[src/rtl/kf8259_interrupt_acknowledge_if.sv]
// Signal bundle between the KF8259 INTA sequencer and its surroundings
// (CPU INTA#, priority resolver, ICW config, in-service register, data bus).
interface kf8259_interrupt_acknowledge_if;
  logic       interrupt_acknowledge_n;
  logic [7:0] interrupt_to_service;
  logic       u8086_or_mcs80_config;
  logic       auto_eoi_config;
  logic       call_address_interval_4_or_8_config;
  logic [7:0] vector_high;
  logic [2:0] vector_low;
  logic       start_in_service;
  logic [7:0] interrupt_acknowledged;
  logic [7:0] end_of_interrupt;
  logic [7:0] out_data;
  logic       out_data_enable;
  logic       ack_in_progress;
  logic [2:0] state_dbg;

  // Handshake: no valid/ready; INTA# is a level sampled on every falling
  // clock edge and its edges (not its level) advance the sequence.
  modport slave (
    input  interrupt_acknowledge_n, interrupt_to_service, u8086_or_mcs80_config,
           auto_eoi_config, call_address_interval_4_or_8_config, vector_high, vector_low,
    output start_in_service, interrupt_acknowledged, end_of_interrupt, out_data,
           out_data_enable, ack_in_progress, state_dbg
  );

  modport master (
    output interrupt_acknowledge_n, interrupt_to_service, u8086_or_mcs80_config,
           auto_eoi_config, call_address_interval_4_or_8_config, vector_high, vector_low,
    input  start_in_service, interrupt_acknowledged, end_of_interrupt, out_data,
           out_data_enable, ack_in_progress, state_dbg
  );
endinterface

[src/rtl/kf8259_interrupt_acknowledge.sv]
// KF8259 interrupt-acknowledge sequencer: walks the INTA# pulse train and
// emits in-service controls plus the CALL/vector bytes for the data bus.
module kf8259_interrupt_acknowledge (
  input logic                           clock,
  input logic                           reset,
  kf8259_interrupt_acknowledge_if.slave bus
);

  localparam logic [2:0] S_IDLE   = 3'd0;
  localparam logic [2:0] S_PULSE1 = 3'd1;
  localparam logic [2:0] S_WAIT2  = 3'd2;
  localparam logic [2:0] S_PULSE2 = 3'd3;
  localparam logic [2:0] S_WAIT3  = 3'd4;
  localparam logic [2:0] S_PULSE3 = 3'd5;

  logic [2:0] r_state;
  logic       r_inta_prev;
  logic       r_mode_8086;
  logic       r_auto_eoi;
  logic       r_interval4;
  logic       r_spurious;
  logic       r_start_in_service;
  logic [7:0] r_ack;
  logic [7:0] r_eoi;
  logic [7:0] r_data;
  logic       r_data_en;
  logic       r_ack_in_progress;

  logic       w_fall;
  logic       w_rise;
  logic       w_last_pulse;
  logic [2:0] w_level;
  logic [7:0] w_vector_byte;

  assign w_fall = r_inta_prev & ~bus.interrupt_acknowledge_n;
  assign w_rise = ~r_inta_prev & bus.interrupt_acknowledge_n;
  assign w_last_pulse = (r_state == S_PULSE3) || ((r_state == S_PULSE2) && r_mode_8086);

  // The latched level is one-hot (or 8'h80 for a spurious request).
  always_comb begin
    w_level = 3'd0;
    for (int i = 0; i < 8; i++) begin
      if (r_ack[i]) w_level = 3'(i);
    end
  end

  always_comb begin
    w_vector_byte = 8'h00;
    if (r_mode_8086)
      w_vector_byte = {bus.vector_high[7:3], w_level};
    else if (r_interval4)
      w_vector_byte = {bus.vector_low, w_level, 2'b00};
    else
      w_vector_byte = {bus.vector_low[2:1], w_level, 3'b000};
  end

  always_ff @(negedge clock or posedge reset) begin
    if (reset) begin
      r_state            <= S_IDLE;
      r_inta_prev        <= 1'b1;
      r_mode_8086        <= 1'b0;
      r_auto_eoi         <= 1'b0;
      r_interval4        <= 1'b0;
      r_spurious         <= 1'b0;
      r_start_in_service <= 1'b0;
      r_ack              <= 8'h00;
      r_eoi              <= 8'h00;
      r_data             <= 8'h00;
      r_data_en          <= 1'b0;
      r_ack_in_progress  <= 1'b0;
    end else begin
      r_inta_prev        <= bus.interrupt_acknowledge_n;
      r_start_in_service <= 1'b0;
      r_eoi              <= 8'h00;
      case (r_state)
        S_IDLE: begin
          if (w_fall) begin
            r_mode_8086       <= bus.u8086_or_mcs80_config;
            r_auto_eoi        <= bus.auto_eoi_config;
            r_interval4       <= bus.call_address_interval_4_or_8_config;
            r_spurious        <= (bus.interrupt_to_service == 8'h00);
            r_ack_in_progress <= 1'b1;
            r_state           <= S_PULSE1;
            if (bus.interrupt_to_service != 8'h00) begin
              r_ack              <= bus.interrupt_to_service;
              r_start_in_service <= 1'b1;
            end else begin
              r_ack <= 8'h80;
            end
            // MCS-80/85 gets the CALL opcode on the first pulse; 8086 drives nothing.
            if (!bus.u8086_or_mcs80_config) begin
              r_data    <= 8'hCD;
              r_data_en <= 1'b1;
            end
          end
        end
        S_PULSE1, S_PULSE2, S_PULSE3: begin
          if (w_rise) begin
            r_data_en <= 1'b0;
            r_data    <= 8'h00;
            if (w_last_pulse) begin
              r_state           <= S_IDLE;
              r_ack_in_progress <= 1'b0;
              if (r_auto_eoi && !r_spurious) r_eoi <= r_ack;
            end else begin
              r_state <= (r_state == S_PULSE1) ? S_WAIT2 : S_WAIT3;
            end
          end
        end
        S_WAIT2: begin
          if (w_fall) begin
            r_state   <= S_PULSE2;
            r_data    <= w_vector_byte;
            r_data_en <= 1'b1;
          end
        end
        S_WAIT3: begin
          if (w_fall) begin
            r_state   <= S_PULSE3;
            r_data    <= bus.vector_high;
            r_data_en <= 1'b1;
          end
        end
        default: r_state <= S_IDLE;
      endcase
    end
  end

  assign bus.start_in_service       = r_start_in_service;
  assign bus.interrupt_acknowledged = r_ack;
  assign bus.end_of_interrupt       = r_eoi;
  assign bus.out_data               = r_data;
  assign bus.out_data_enable        = r_data_en;
  assign bus.ack_in_progress        = r_ack_in_progress;
  assign bus.state_dbg              = r_state;

endmodule

[src/flat_wrapper.sv]
// flat-port wrapper written by rule: the top's interface ports become plain ports
module kf8259_interrupt_acknowledge_flat 
  (clock, reset, bus_interrupt_acknowledge_n, bus_interrupt_to_service, bus_u8086_or_mcs80_config, bus_auto_eoi_config, bus_call_address_interval_4_or_8_config, bus_vector_high, bus_vector_low, bus_start_in_service, bus_interrupt_acknowledged, bus_end_of_interrupt, bus_out_data, bus_out_data_enable, bus_ack_in_progress, bus_state_dbg);
  kf8259_interrupt_acknowledge_if bus_i ();
  input logic clock;
  input logic reset;
  input wire logic [$bits(bus_i.interrupt_acknowledge_n)-1:0] bus_interrupt_acknowledge_n;
  input wire logic [$bits(bus_i.interrupt_to_service)-1:0] bus_interrupt_to_service;
  input wire logic [$bits(bus_i.u8086_or_mcs80_config)-1:0] bus_u8086_or_mcs80_config;
  input wire logic [$bits(bus_i.auto_eoi_config)-1:0] bus_auto_eoi_config;
  input wire logic [$bits(bus_i.call_address_interval_4_or_8_config)-1:0] bus_call_address_interval_4_or_8_config;
  input wire logic [$bits(bus_i.vector_high)-1:0] bus_vector_high;
  input wire logic [$bits(bus_i.vector_low)-1:0] bus_vector_low;
  output wire logic [$bits(bus_i.start_in_service)-1:0] bus_start_in_service;
  output wire logic [$bits(bus_i.interrupt_acknowledged)-1:0] bus_interrupt_acknowledged;
  output wire logic [$bits(bus_i.end_of_interrupt)-1:0] bus_end_of_interrupt;
  output wire logic [$bits(bus_i.out_data)-1:0] bus_out_data;
  output wire logic [$bits(bus_i.out_data_enable)-1:0] bus_out_data_enable;
  output wire logic [$bits(bus_i.ack_in_progress)-1:0] bus_ack_in_progress;
  output wire logic [$bits(bus_i.state_dbg)-1:0] bus_state_dbg;
  assign bus_i.interrupt_acknowledge_n = bus_interrupt_acknowledge_n;
  assign bus_i.interrupt_to_service = bus_interrupt_to_service;
  assign bus_i.u8086_or_mcs80_config = bus_u8086_or_mcs80_config;
  assign bus_i.auto_eoi_config = bus_auto_eoi_config;
  assign bus_i.call_address_interval_4_or_8_config = bus_call_address_interval_4_or_8_config;
  assign bus_i.vector_high = bus_vector_high;
  assign bus_i.vector_low = bus_vector_low;
  assign bus_start_in_service = bus_i.start_in_service;
  assign bus_interrupt_acknowledged = bus_i.interrupt_acknowledged;
  assign bus_end_of_interrupt = bus_i.end_of_interrupt;
  assign bus_out_data = bus_i.out_data;
  assign bus_out_data_enable = bus_i.out_data_enable;
  assign bus_ack_in_progress = bus_i.ack_in_progress;
  assign bus_state_dbg = bus_i.state_dbg;
  kf8259_interrupt_acknowledge u_core (.clock(clock), .reset(reset), .bus(bus_i));
endmodule
[config.mk]
export PLATFORM = sky130hd
export DESIGN_NAME = kf8259_interrupt_acknowledge_flat
export DESIGN_NICKNAME = d
export VERILOG_FILES = /design/src/rtl/kf8259_interrupt_acknowledge_if.sv /design/src/rtl/kf8259_interrupt_acknowledge.sv /design/src/flat_wrapper.sv
export SDC_FILE = /design/constraint.sdc
export NUM_CORES = 1
export LEC_CHECK = 0
export BUFFER_PORTS_ARGS = -buffer_cell sky130_fd_sc_hd__buf_2
export CAP_MARGIN = 0
export CELL_PAD_IN_SITES_DETAIL_PLACEMENT = 1
export CELL_PAD_IN_SITES_GLOBAL_PLACEMENT = 1
export CORE_ASPECT_RATIO = 0.7
export CORE_MARGIN = 2
export CORE_UTILIZATION = 36
export DETAILED_ROUTE_END_ITERATION = 16
export PLACE_DENSITY = 0.76
export SLEW_MARGIN = 25
export SYNTH_ARGS = -nofsm -noshare
export SYNTH_HDL_FRONTEND = slang
export SYNTH_SLANG_ARGS = --single-unit
[constraint.sdc]
create_clock -name clock -period 2.28 [get_ports clock]
set_clock_uncertainty 0.2 [all_clocks]
set_input_delay 0 -clock clock [delete_from_list [all_inputs] [get_ports clock]]
set_output_delay 0 -clock clock [all_outputs]
set_load 0.01 [all_outputs]
==> flow_summary.json, run 1 <==
{
  "status": "finished, final reports clean",
  "antenna_cells": 0,
  "dieArea_um2": 5020,
  "path_cells": "buf_2",
  "synth_warnings": 0,
  "cts_buffers": 5,
  "finalWorstSetupSlack_ns": 0.0377,
  "drt-initial-drc-count": 42,
  "reg2reg_to": "u_core.bus.out_data[6]",
  "portBuffers": 54,
  "yosysTopAreaCellShare": 0.530,
  "cts_num_sinks": 35,
  "slew_headroom": 0.670,
  "crit_path_end_kind": "primary output",
  "worstPathRequired_ns": 2.08,
  "dp_hpwl_um": 3470,
  "internal-power_uw": 1580,
  "yosysSeqAreaShare": 0.546,
  "fin_area_um2": 2160,
  "slew_viol_final": 0,
  "first_global_vias": 1493,
  "gp_congestion": 0.796,
  "rows": 20,
  "hold_depth": 2,
  "setup_tns_ns": 0,
  "gr-total-overflow": 0,
  "worstSetupPathType": "reg2out",
  "p_switching_uw": 1010,
  "drive_above_1_share": 0.384,
  "fin_nets": 262,
  "slowest_delay_ns": 0.45,
  "n_fill_cell": 531,
  "multi_input_area_um2": 674,
  "clkLatencyLatePin_ns": 0.34,
  "final_antenna_net_count": 0,
  "io_pins": 55,
  "ys_seq_elements": 35,
  "grt_use_total": 0.199,
  "synth.most_common_cell": "dfrtn_1",
  "core-area_um2": 4300,
  "finalSetupViolations": 0,
  "synth-edff-count": 0,
  "die_w_um": 83.8,
  "worstMarginPinSlew_ns": 0.495,
  "crit_arrival_ns": 2.04,
  "ys_top_cells_by_area": "dfrtn_1, nand2_1, nor2_1",
  "grt_max_degree": 19,
  "critPathMaxFanout": 4,
  "reg2reg_from": "u_core.bus.state_dbg[1]",
  "worstHoldPathType": "reg2reg",
  "powerDensity_nw_per_um2": 1200,
  "synth_top_area_cell": "dfrtn_1",
  "critPathLaunchType": "flop",
  "r2r_cells": 6,
  "power_frac_comb": 0.432,
  "cts_root_buf": "clkbuf_8",
  "synth_fp_nets": 189,
  "drc_errors": 0,
  "synth.distinct_cells": 39,
  "cp_slowest_cell": "dfrtn_1",
  "syn_area_um2": 1610,
  "cts.path.max_buffers": 2,
  "die-height_um": 59.9,
  "clk_pin_slew_ns": 0.05,
  "synthTopCellsByCount": "dfrtn_1, nand2_1, nor2_1",
  "power_uw": 2590,
  "routedWlPerCell_um": 15.6,
  "dpl-instance-area_um2": 2030,
  "avgSynthCellArea_um2": 9.79,
  "ir_drop_uv": 459,
  "via_per_inst": 4.96,
  "swShare": 0.390,
  "drt_wl_total_um": 4570,
  "cap_violations": 0,
  "finalHoldViolCount": 0,
  "regArea_um2": 877,
  "critPathTopFamily": "flip-flops",
  "cp-startpoint": "u_core.bus.interrupt_acknowledged[1]",
  "syn_to_final_growth_pct": 34.8,
  "worstHoldEndpoint": "u_core.r_auto_eoi",
  "vias": 1448,
  "r2r_slack_ns": 0.35,
  "clockPowerShare": 0.180,
  "hold_slack_ns": 0.236,
  "worst-path-buf-inv": 1,
  "antenna_found_initial": 0,
  "cts_tree": "done",
  "grt_setup_unrepaired": "false",
  "synthFlopType": "dfrtn_1",
  "synthArstFlopShare": 1.00,
  "leakagePower_uw": 0.00113,
  "cts.htree.levels": 2,
  "dr.pass1.iters": 4,
  "hold_buffers": 0,
  "min-delay-start": "u_core.r_auto_eoi",
  "grt_pass1_wl_um": 7560,
  "p_seq_frac": 0.388,
  "start_util": 0.373,
  "pre_cts_ws_ns": -0.249,
  "synthCells": 164
}
power groups by stage:
stage	clock, µW	sequential [µW]	combinational, µW
3_3_place_gp	5.49	1030	982
3_5_place_dp	5.49	1040	1030
5_1_grt	503	1030	1250
2_1_floorplan	5.49	1110	539
4_1_cts	480	1010	1090
6_report	467	1000	1120
final cells by class:
type	instances	share of cell area
clock buffers	6	0.0382
inverters	9	0.0156
well taps	55	0.0318
multi-input cells	113	0.312
flip-flops and latches	35	0.405
clock inverters	2	0.00405
repair buffers	72	0.193
stage by stage:
step           cells   util
6_report         292  0.503
5_1_grt          292  0.503
4_1_cts          290  0.498
3_5_place_dp     281  0.473
3_3_place_gp     281  0.473
2_1_floorplan    164      -
layer usage:
layer,global-route usage,routed length [µm],vias up
met5,0,0,-
met4,0.0737,58,0
met3,0.0414,238,7
met2,0.326,2140,38
met1,0.266,2120,697
li1,-,-,706
placed cells by master, fill, tap and decap left out, types with 2 or more instances in the layout:
cell / instances
dfrtn_1: 34
o21ai_0: 3
clkbuf_8: 6
a221oi_1: 4
nand2_1: 33
o22ai_1: 3
buf_2: 54
o22a_1: 2
nor4_1: 3
and2_1: 9
a21oi_1: 6
inv_1: 10
nor2_1: 19
buf_4: 17
nand2b_1: 2
a22oi_1: 3
repair_timing:
| item | CTS | global route |
|---|---|---|
| resized for setup | 1 | 2 |
| setup buffers | 2 | 2 |
| endpoints found under the setup margin | 3 | 3 |
| pin swaps | 0 | 0 |
| gates cloned | 0 | 0 |
registers in the layout, summed over array words and instances (netlist names):
register and cells:
u_core.r_inta_prev 1, u_core.bus.out_data 8, u_core.bus.interrupt_acknowledged 8, u_core.r_mode_8086 1, u_core.r_spurious 1, u_core.bus.start_in_service 1, u_core.r_interval4 1, u_core.r_auto_eoi 1
u_core.bus.out_data_enable 1, u_core.bus.end_of_interrupt 8, u_core.bus.state_dbg 3, u_core.bus.ack_in_progress 1
worst max-delay path by stage:
stage                                               end  cells after the start
after detailed placement         u_core.bus.out_data[2]                      6
after CTS                        u_core.bus.out_data[2]                      6
final                     bus_interrupt_acknowledged[1]                      1
after global routing      bus_interrupt_acknowledged[2]                      1
after global placement           u_core.bus.out_data[2]                      6
after floorplan                  u_core.bus.out_data[2]                      5
cells by family after synthesis:
family | after synthesis | synth area share
simple gates | 82 | 0.267
buf+inv | 16 | 0.0475
mux | 1 | 0.00701
xor+xnor | 1 | 0.00546
compound gates | 28 | 0.121
flops | 35 | 0.546
fa+ha+maj | 1 | 0.00624
No activity file was read; power rests on OpenSTA's default activity.
==> inputs of run 2 (changes only) <==
--- a/config.mk
+++ b/config.mk
@@ -11,9 +11,11 @@
 export CELL_PAD_IN_SITES_GLOBAL_PLACEMENT = 1
 export CORE_ASPECT_RATIO = 0.7
 export CORE_MARGIN = 2
-export CORE_UTILIZATION = 36
+export CORE_UTILIZATION = 38
+export CTS_BUF_LIST = sky130_fd_sc_hd__clkbuf_4 sky130_fd_sc_hd__clkbuf_8
 export DETAILED_ROUTE_END_ITERATION = 16
-export PLACE_DENSITY = 0.76
+export PLACE_DENSITY = 0.8
+export SETUP_SLACK_MARGIN = 0.3
 export SLEW_MARGIN = 25
 export SYNTH_ARGS = -nofsm -noshare
 export SYNTH_HDL_FRONTEND = slang
==> flow_summary.json, run 2 (same netlist as run 1, synthesis figures left out) <==
{
  "n_fill_cell": 474,
  "clk_pin_slew_ns": 0.05,
  "slowest_delay_ns": 0.43,
  "r2r_cells": 7,
  "cp_slowest_cell": "dfrtn_1",
  "drt_wl_total_um": 5440,
  "hold_buffers": 0,
  "antenna_found_initial": 0,
  "gr-total-overflow": 0,
  "clkLatencyLatePin_ns": 0.34,
  "internal-power_uw": 1930,
  "powerDensity_nw_per_um2": 1260,
  "drc_errors": 0,
  "hold_slack_ns": 0.249,
  "final_antenna_net_count": 0,
  "finalWorstSetupSlack_ns": 0.0764,
  "antenna_cells": 0,
  "cts_buffers": 5,
  "status": "finished, final reports clean",
  "multi_input_area_um2": 795,
  "path_cells": "buf_2",
  "cts.htree.levels": 2,
  "io_pins": 55,
  "dr.pass1.iters": 4,
  "leakagePower_uw": 0.00125,
  "core-area_um2": 3990,
  "worstSetupPathType": "reg2out",
  "worstHoldPathType": "reg2reg",
  "cts.path.max_buffers": 2,
  "cts_root_buf": "clkbuf_8",
  "drt-initial-drc-count": 70,
  "slew_headroom": 0.705,
  "reg2reg_to": "u_core.bus.out_data[4]",
  "critPathTopFamily": "flip-flops",
  "pre_cts_ws_ns": -0.221,
  "placedCellCount": 276,
  "via_per_inst": 5.27,
  "regArea_um2": 877,
  "fin_nets": 279,
  "worstHoldEndpoint": "u_core.r_auto_eoi",
  "dp_hpwl_um": 3310,
  "crit_arrival_ns": 2.00,
  "final_cell_mix": "buf_2, dfrtn_1, buf_4",
  "min-delay-start": "u_core.r_auto_eoi",
  "critPathLaunchType": "flop",
  "worstPathRequired_ns": 2.08,
  "clockPowerShare": 0.182,
  "ir_drop_uv": 815,
  "rows": 19,
  "cap_violations": 0,
  "cts_tree": "done",
  "vias": 1613,
  "die_w_um": 81.7,
  "syn_to_final_growth_pct": 53.9,
  "slew_viol_final": 0,
  "power_frac_comb": 0.494,
  "die-height_um": 58.4,
  "finalSetupViolations": 0,
  "grt_setup_unrepaired": "true",
  "worstMarginPinSlew_ns": 0.442,
  "worst-path-buf-inv": 1,
  "power_uw": 3120,
  "portBuffers": 54,
  "start_util": 0.402,
  "crit_path_end_kind": "primary output",
  "first_global_vias": 1563,
  "routedWlPerCell_um": 17.8,
  "swShare": 0.382,
  "cts_num_sinks": 35,
  "grt_max_degree": 22,
  "p_seq_frac": 0.324,
  "gp_congestion": 0.854,
  "dieArea_um2": 4770,
  "r2r_slack_ns": 0.23,
  "p_switching_uw": 1190,
  "finalNonFillerCells": 306,
  "grt_pass1_wl_um": 7880,
  "hold_depth": 2,
  "finalHoldViolCount": 0,
  "final_common_cell": "buf_2",
  "drive_above_1_share": 0.524,
  "grt_use_total": 0.226,
  "critPathMaxFanout": 2,
  "setup_tns_ns": 0,
  "reg2reg_from": "u_core.bus.interrupt_acknowledged[7]"
}
==> run 2: per-layer routing <==
layer	vias up	wire, µm	track usage
met3	13	303	0.0537
met5	-	0	0
li1	734	-	-
met4	0	136	0.107
met1	811	2380	0.304
met2	55	2620	0.349
==> run 2: repair_timing <==
item                       CTS  global route
pin swaps                    6             8
resized for setup           17            24
gates cloned                 1             0
buffers inserted            12            10
setup endpoints to repair   49            51
==> run 2: final cells by class <==
class | instances | share of cell area
clock inverter | 2 | 0.0137
timing repair buffer | 88 | 0.237
multi-input combinational | 114 | 0.322
sequential | 35 | 0.355
inverter | 9 | 0.0152
clock buffer | 6 | 0.0309
tap | 52 | 0.0263
==> run 2: power by group through the flow <==
stage,logic [µW],clock network [µW],registers (µW)
floorplan,537,5.49,1110
global placement,980,5.49,1030
detailed placement,1000,5.49,1040
CTS,1270,578,987
global route,1680,617,1030
finish,1540,568,1010
==> run 2: worst max path at each step <==
stage,endpoint,from,cells after the start
global route,bus_interrupt_acknowledged[3],u_core.bus.interrupt_acknowledged[3],1
detailed placement,u_core.bus.out_data[0],bus_interrupt_acknowledge_n,6
finish,bus_interrupt_acknowledged[3],u_core.bus.interrupt_acknowledged[3],1
global placement,u_core.bus.out_data[2],bus_interrupt_acknowledge_n,6
CTS,bus_end_of_interrupt[7],u_core.bus.end_of_interrupt[7],1
floorplan,u_core.bus.out_data[2],bus_u8086_or_mcs80_config,5
==> run 2: worst min-delay path: cells and delay by family (launching register included) <==
family | cells | cell delay (ns)
flip-flops | 1 | 0.43
AND/OR/NAND/NOR | 2 | 0.11
==> run 2: metrics by stage <==
step | area, µm² | utilization
4_1_cts | 2300 | 0.577
5_1_grt | 2470 | 0.619
2_1_floorplan | 1630 | -
6_report | 2470 | 0.619
3_3_place_gp | 2020 | 0.506
3_5_place_dp | 2020 | 0.506
